File: config.mk
export PLATFORM = sky130hd
export DESIGN_NAME = pixel_pack
export DESIGN_NICKNAME = d
export VERILOG_FILES = /design/src/rtl/pixel_pack_pkg.sv /design/src/rtl/pix_fmt_decode.sv /design/src/rtl/pixel_pack.sv
export SDC_FILE = /design/constraint.sdc
export NUM_CORES = 1
export LEC_CHECK = 0
export ABC_AREA = 0
export CORE_UTILIZATION = 50
export DETAILED_ROUTE_END_ITERATION = 6
export GPL_TIMING_DRIVEN = 0
export PLACE_DENSITY = 0.8
export SYNTH_ARGS = -nofsm -noshare
export SYNTH_HDL_FRONTEND = slang
export SYNTH_SLANG_ARGS = --single-unit
File: constraint.sdc
create_clock -name clk -period 2.5 [get_ports clk]
set_clock_uncertainty 0.15 [all_clocks]
set_input_delay 0.5 -clock clk [delete_from_list [all_inputs] [get_ports clk]]
set_output_delay 0.5 -clock clk [all_outputs]
set_load 0.05 [all_outputs]
File: src/rtl/pixel_pack_pkg.sv
// pixel_pack_pkg: shared definitions for the pixel packer.
//   - GenICam pixel-format codes understood by the packer
//   - 6-bit decode keys {fmt[20], fmt[19], fmt[3:0]} that select 8-bit packing
//   - FSM state encoding and per-mode last-slot indices
package pixel_pack_pkg;

    // GenICam pixel-format codes
    localparam logic [31:0] MONO8     = 32'h0108_0001;
    localparam logic [31:0] MONO10    = 32'h0110_0003;
    localparam logic [31:0] BAYERGR8  = 32'h0108_0008;
    localparam logic [31:0] BAYERGR10 = 32'h0110_000C;

    // Decode keys that select 8-bit packing; every other key packs 10-bit
    localparam logic [5:0] FMT_KEY_MONO8    = 6'b01_0001;
    localparam logic [5:0] FMT_KEY_BAYERGR8 = 6'b01_1000;

    // Index of the final slot in a word for each packing mode
    localparam logic [1:0] LAST_SLOT_8BIT  = 2'd3;
    localparam logic [1:0] LAST_SLOT_10BIT = 2'd1;

    typedef enum logic [1:0] {
        StIdle  = 2'd0,  // fval low
        StFrame = 2'd1,  // fval high, between lines
        StLine  = 2'd2,  // collecting pixels
        StFlush = 2'd3   // emitting a zero-filled partial word
    } pack_state_e;

endpackage

File: src/rtl/pix_fmt_decode.sv
// pix_fmt_decode: combinational GenICam pixel-format to packing-mode decode.
// Ports:
//   iv_pixel_format  in   REG_WD  pixel-format register (REG_WD >= 22)
//   o_mode8          out  1       1 = pack 4 x 8-bit, 0 = pack 2 x 10-bit
module pix_fmt_decode
    import pixel_pack_pkg::*;
#(
    parameter int REG_WD = 32
) (
    input  logic [REG_WD-1:0] iv_pixel_format,
    output logic              o_mode8
);

    logic [5:0] fmt_key;
    logic       unused_fmt;

    assign fmt_key = {iv_pixel_format[20], iv_pixel_format[19], iv_pixel_format[3:0]};
    assign o_mode8 = (fmt_key == FMT_KEY_MONO8) || (fmt_key == FMT_KEY_BAYERGR8);

    // Remaining format bits play no part in the decision
    assign unused_fmt = ^{iv_pixel_format[REG_WD-1:21], iv_pixel_format[18:4]};

endmodule

File: src/rtl/pixel_pack.sv
// pixel_pack: packs a line-structured pixel stream into 32-bit words.
//   8-bit mode : 4 pixels per word (top 8 bits of each pixel, first pixel in LSB byte)
//   10-bit mode: 2 pixels per word, word = {6'b0, p1, 6'b0, p0}
//   A line ending mid-word emits a zero-filled partial word one cycle later.
//   Packing mode is latched at the rising edge of i_fval and held for the frame.
// Ports:
//   clk, reset_n       clock (rising edge), asynchronous active-low reset
//   iv_pixel_format    GenICam pixel format, sampled at frame start
//   i_fval, i_lval     frame / line valid; a pixel is taken when both are high
//   iv_pix_data        input pixel
//   o_fval             i_fval delayed by two cycles
//   o_lval             one-cycle strobe per packed word
//   ov_pix_data        packed word; holds its value while o_lval is low
// Optional build macro PIXEL_PACK_STAT_EN adds:
//   ov_line_cnt        lines in the last completed frame (updated at fval fall)
//   o_partial_err      set for the frame when any partial word is flushed
module pixel_pack
    import pixel_pack_pkg::*;
#(
    parameter int DATA_IN_WIDTH  = 10,
    parameter int DATA_OUT_WIDTH = 32,
    parameter int REG_WD         = 32
) (
    input  logic                      clk,
    input  logic                      reset_n,
    input  logic [REG_WD-1:0]         iv_pixel_format,
    input  logic                      i_fval,
    input  logic                      i_lval,
    input  logic [DATA_IN_WIDTH-1:0]  iv_pix_data,
    output logic                      o_fval,
    output logic                      o_lval,
`ifdef PIXEL_PACK_STAT_EN
    output logic [15:0]               ov_line_cnt,
    output logic                      o_partial_err,
`endif
    output logic [DATA_OUT_WIDTH-1:0] ov_pix_data
);

    pack_state_e state_q, state_d;

    logic                      fval_prev_q;
    logic [1:0]                fval_dly_q;
    logic                      mode8_q, mode8_d, mode8_dec, mode8_cur;
    logic [1:0]                cnt_q, cnt_d;
    logic [DATA_OUT_WIDTH-1:0] acc_q, acc_d;
    logic                      lval_q, lval_d;
    logic [DATA_OUT_WIDTH-1:0] data_q, data_d;

    logic                      frame_start;
    logic                      active;
    logic                      cap;
    logic                      in_line;
    logic                      flush;
    logic [1:0]                slot;
    logic [1:0]                last_slot;
    logic [7:0]                pix8;
    logic [9:0]                pix10;
    logic [DATA_OUT_WIDTH-1:0] placed;
    logic [DATA_OUT_WIDTH-1:0] acc_next;

    pix_fmt_decode #(
        .REG_WD (REG_WD)
    ) u_fmt_decode (
        .iv_pixel_format (iv_pixel_format),
        .o_mode8         (mode8_dec)
    );

    assign pix8 = iv_pix_data[DATA_IN_WIDTH-1:DATA_IN_WIDTH-8];

    // 10-bit mode keeps the 10 MSBs; narrower inputs are left-justified
    if (DATA_IN_WIDTH >= 10) begin : g_pix10_wide
        assign pix10 = iv_pix_data[DATA_IN_WIDTH-1:DATA_IN_WIDTH-10];
    end else begin : g_pix10_narrow
        assign pix10 = {iv_pix_data, {(10 - DATA_IN_WIDTH){1'b0}}};
    end

    // fval_prev_q resets high so a frame already running at reset release is
    // skipped; packing resumes only at a genuine fval rising edge.
    assign frame_start = i_fval & ~fval_prev_q;
    assign active      = (state_q != StIdle) | frame_start;
    assign cap         = active & i_fval & i_lval;
    assign in_line     = (state_q == StLine);
    assign mode8_cur   = frame_start ? mode8_dec : mode8_q;
    assign mode8_d     = frame_start ? mode8_dec : mode8_q;

    // The first pixel of every line lands in slot 0
    assign slot      = in_line ? cnt_q : 2'd0;
    assign last_slot = mode8_cur ? LAST_SLOT_8BIT : LAST_SLOT_10BIT;
    assign placed    = mode8_cur ? (DATA_OUT_WIDTH'(pix8) << {slot, 3'b000})
                                 : (DATA_OUT_WIDTH'(pix10) << {slot, 4'b0000});
    assign acc_next  = ((slot == 2'd0) ? '0 : acc_q) | placed;

    // Next-state logic
    always_comb begin
        state_d = state_q;
        case (state_q)
            StIdle: begin
                if (frame_start) begin
                    state_d = i_lval ? StLine : StFrame;
                end
            end
            StFrame: begin
                if (!i_fval) begin
                    state_d = StIdle;
                end else if (i_lval) begin
                    state_d = StLine;
                end
            end
            StLine: begin
                // fval falling with lval still high is a line end as well
                if (!cap) begin
                    if (cnt_q != 2'd0) begin
                        state_d = StFlush;
                    end else begin
                        state_d = i_fval ? StFrame : StIdle;
                    end
                end
            end
            StFlush: begin
                if (!i_fval) begin
                    state_d = StIdle;
                end else if (i_lval) begin
                    state_d = StLine;
                end else begin
                    state_d = StFrame;
                end
            end
            default: state_d = StIdle;
        endcase
    end

    // Packing datapath
    always_comb begin
        cnt_d  = cnt_q;
        acc_d  = acc_q;
        lval_d = 1'b0;
        data_d = data_q;
        flush  = 1'b0;
        if (cap) begin
            if (slot == last_slot) begin
                lval_d = 1'b1;
                data_d = acc_next;
                cnt_d  = 2'd0;
                acc_d  = '0;
            end else begin
                cnt_d = slot + 2'd1;
                acc_d = acc_next;
            end
        end else if (in_line) begin
            // Unused upper slots are already zero in the accumulator
            if (cnt_q != 2'd0) begin
                lval_d = 1'b1;
                data_d = acc_q;
                flush  = 1'b1;
            end
            cnt_d = 2'd0;
            acc_d = '0;
        end
    end

    always_ff @(posedge clk or negedge reset_n) begin
        if (!reset_n) begin
            state_q <= StIdle;
        end else begin
            state_q <= state_d;
        end
    end

    always_ff @(posedge clk or negedge reset_n) begin
        if (!reset_n) begin
            fval_prev_q <= 1'b1;
            fval_dly_q  <= 2'b00;
            mode8_q     <= 1'b0;
            cnt_q       <= 2'd0;
            acc_q       <= '0;
            lval_q      <= 1'b0;
            data_q      <= '0;
        end else begin
            fval_prev_q <= i_fval;
            fval_dly_q  <= {fval_dly_q[0], i_fval};
            mode8_q     <= mode8_d;
            cnt_q       <= cnt_d;
            acc_q       <= acc_d;
            lval_q      <= lval_d;
            data_q      <= data_d;
        end
    end

    assign o_fval      = fval_dly_q[1];
    assign o_lval      = lval_q;
    assign ov_pix_data = data_q;

`ifdef PIXEL_PACK_STAT_EN
    logic        line_start;
    logic        fval_fall;
    logic [15:0] lines_q;
    logic [15:0] line_cnt_q;
    logic        partial_err_q;

    assign line_start = cap & ~in_line;
    assign fval_fall  = ~i_fval & fval_prev_q;

    always_ff @(posedge clk or negedge reset_n) begin
        if (!reset_n) begin
            lines_q       <= 16'd0;
            line_cnt_q    <= 16'd0;
            partial_err_q <= 1'b0;
        end else begin
            lines_q <= (frame_start ? 16'd0 : lines_q) + 16'(line_start);
            if (fval_fall) begin
                line_cnt_q <= lines_q;
            end
            // Flushes after fval falls still belong to the frame just ended
            partial_err_q <= (partial_err_q & ~frame_start) | flush;
        end
    end

    assign ov_line_cnt   = line_cnt_q;
    assign o_partial_err = partial_err_q;
`else
    logic unused_flush;
    assign unused_flush = flush;
`endif

endmodule

==> impl_metrics.toml <==
[routing]
ant_nets = 0
drt-initial-drc-count = 177
wire_per_inst_um = 18.8
drc = 0
vias = 2605
routed_wl_um = 8330
viasPerCell = 5.87
first_pass_iters = 4

[synth]
syn_nets = 328
ys_seq_area_share_pct = 53.0
syn_area_um2 = 3450
yosys_warnings = 0
yosys.area.top_type_share_pct = 52.2
synthFlopType = "dfrtp_1"
yosys.area.top_type = "dfrtp_1"
yosysUniqueCellTypes = 43
syn_area_per_cell_um2 = 12.3
ys_ff_latch = 73
synthTopCellsByArea = "dfrtp_1, a22o_1, mux2_2, mux2i_1, o2bb2ai_1"
async_flop_share_pct = 100
synth-edff-count = 0
synthCells = 281

[setup_path]
setup.worst_path.class = "primary input to flop"
required_ns = 2.58
crit_arrival_ns = 2.50
crit_slowest_cell = "clkdlybuf4s50_1"
reg2reg_to = "ov_pix_data[13]"
cp_common_cell = "buf_6"
ff2ff_setup_slack_ns = 0.15
reg2regPathDepth = 8
crit_fanout = 5
start_kind = "primary input"
worst_path_largest_cell_delay_ns = 0.49
crit_chain = "clkdlybuf4s50_1, xnor2_4, or3_4, nand4_4, a21oi_4, buf_6, buf_6, mux2_2"
crit_path_end_kind = "flop"
cpLargestDelayFamily = "buffers and inverters"
crit_buf_inv = 3
r2r-start = "state_q[0]"

[floorplan]
initial_utilization_pct = 53.1
rows = 29
die_h_um = 85.1
ios = 80
die-area_um2 = 7240
core_area_um2 = 6490
fp.dieW_um = 85.1

[finish]
final_util_pct = 70.9
syn_to_final_growth_pct = 33.5
fin_cells = 444
seqCellArea_um2 = 1830
fin_nets = 409
nFillCells = 443
antenna_cells = 0
drive_gt1_share_pct = 26.2
multi_input_area_um2 = 1580

[global_route]
grt_max_degree = 74
grtUsageTotal_pct = 24.6
antenna_found_initial = 0
grt_pass1_vias = 2671
grt-ovfl-total = 0
grt_pass1_wl_um = 13800

[clocking]
cts.clk_slew.worst_paths_ns = 0.08
cts.sinks = 73
root_buffer = "clkbuf_8"
cts_buffer_depth = 2
ctsHtreeMaxLevel = 3
cts_inserted_buffers = 9
clk-insertion-delay-late_ns = 0.34
cts_tree = "done"

[pwr]
seq_power_share_pct = 37.0
switchingPower_uw = 1530
vdd_drop_max_uv = 502
netSwitchingFraction_pct = 37.3
p_int_uw = 2580
p_clk_share_pct = 22.9
power.total_uw = 4110
p_leak_uw = 0.00206
combPwrFrac_pct = 40.2
p_per_area_nw_per_um2 = 892

[flow_run]
cap_viol_max_count = 0

[sta]
holdWs_ns = 0.116
maxSlewHeadroom_pct = 38.7
post-route-period-util_pct = 96.6
tightest_slew_ns = 0.919
slew_violations = 0
hold_violations = 0
finalSetupViolations = 0
period_minus_slack_ns = 2.42
max_freq_ghz = 0.414
final.setup.tns_ns = 0

[run_status]
status = "finished, final reports clean"

[min_path]
holdCritPathClass = "primary input to async pin"

[placed_design]
gp_congestion = 0.853
dp_hpwl_um = 5180
io_buffers = 49
placed_cells = 407
[worst reg2reg max path: cells and delay by family, from the launching register on]
family / cells / cell delay (ns)
flops: 1 / 0.46
buf+inv: 3 / 0.36
compound gates: 1 / 0.27
mux: 1 / 0.33
simple gates: 3 / 0.66
[repair_timing]
action | 4_1_cts | 5_1_grt
pin swaps | 5 | 3
setup endpoints to repair | 62 | 39
gates cloned | 2 | 0
endpoints found under the hold margin | 0 | 0
buffers inserted | 14 | 6
gates resized for setup | 45 | 9
hold buffers | 0 | 0
[per-stage QoR]
stage	setup WS (ns)	cell area [um2]
after floorplan	0.0180	3450
final	0.0844	4610
after CTS	0.00502	4540
after detailed placement	-0.608	4040
after global routing	-0.00258	4610
after global placement	-1.65	4040
[layout make-up]
class,count,share of cell area (%)
Buffer,19,3.15
Inverter,10,0.815
Sequential cell,73,39.7
Timing Repair Buffer,70,15.5
Clock inverter,6,1.41
Multi-Input combinational cell,179,34.4
Clock buffer,10,2.99
Tap cell,77,2.09
[synthesized netlist by cell type, drive strengths merged, types with 6 or more instances]
master and number:
inv 10, o2bb2ai 9, nand2 16, buf 11, o21ai 6, a22o 43
and2 11, mux2 21, clkbuf 8, mux2i 15, dfrtp 72
[placed cells by master (no fill, tap or decap), drive strengths merged, types with 2 or more instances in the layout]
master	count
a21boi	2
a21oi	4
a221o	3
a221oi	3
a22o	43
a2bb2oi	2
a31oi	3
and2	11
and3	3
buf	33
clkbuf	18
clkdlybuf4s15	2
clkdlybuf4s50	43
clkinv	3
dfrtp	72
dlygate4sd2	2
inv	11
mux2	21
mux2i	15
nand2	16
nand2b	3
nand3	2
nor2	5
nor2b	5
nor3	5
nor4b	2
o211ai	4
o21ai	6
o2bb2ai	9
or3	2
[worst max path at each step]
stage	from	endpoint	slack [ns]	cells past startpoint
final	iv_pixel_format[3]	ov_pix_data[13]	0.08	8
after global routing	iv_pixel_format[3]	ov_pix_data[13]	-0.003	8
after CTS	i_fval	ov_pix_data[28]	0.005	9
after detailed placement	iv_pixel_format[1]	ov_pix_data[19]	-0.61	6
after global placement	reset_n	ov_pix_data[28]	-1.65	1
after floorplan	iv_pixel_format[1]	ov_pix_data[12]	0.02	6
[routing by layer]
metal	up-vias	share of wire, %	track usage (%)	wire (um)
met3	5	3.9	4.28	328
met1	1321	46	34.0	3810
met2	70	50	40.2	4140
li1	1209	-	-	-
met4	0	0.61	6.78	51
met5	-	0	0	0
[power by group through the flow]
stage / clock, uW / combinational, uW / sequential [uW]
2_1_floorplan: 0 / 594 / 1900
3_3_place_gp: 0 / 1390 / 1530
3_5_place_dp: 0 / 1410 / 1540
4_1_cts: 949 / 1630 / 1520
5_1_grt: 991 / 1750 / 1550
6_report: 940 / 1650 / 1520
[logic make-up (layout without fill, tap and decap cells)]
group / Yosys count / in the layout / synth area share [%]
buf+inv: 29 / 115 / 4.50
mux: 36 / 36 / 11.7
xor+xnor: 2 / 2 / 0.508
simple gates: 60 / 60 / 9.97
flops: 73 / 73 / 53.0
compound gates: 80 / 80 / 19.9
fa+ha+maj: 1 / 1 / 0.363
[sequential cells by signal (all words and copies together) (netlist names)]
signal / cells
acc_q: 32
o_lval: 1
ov_pix_data: 32
fval_prev_q: 1
fval_dly_q: 2
mode8_q: 1
state_q: 2
cnt_q: 2
(Power assumes the default switching activity.)
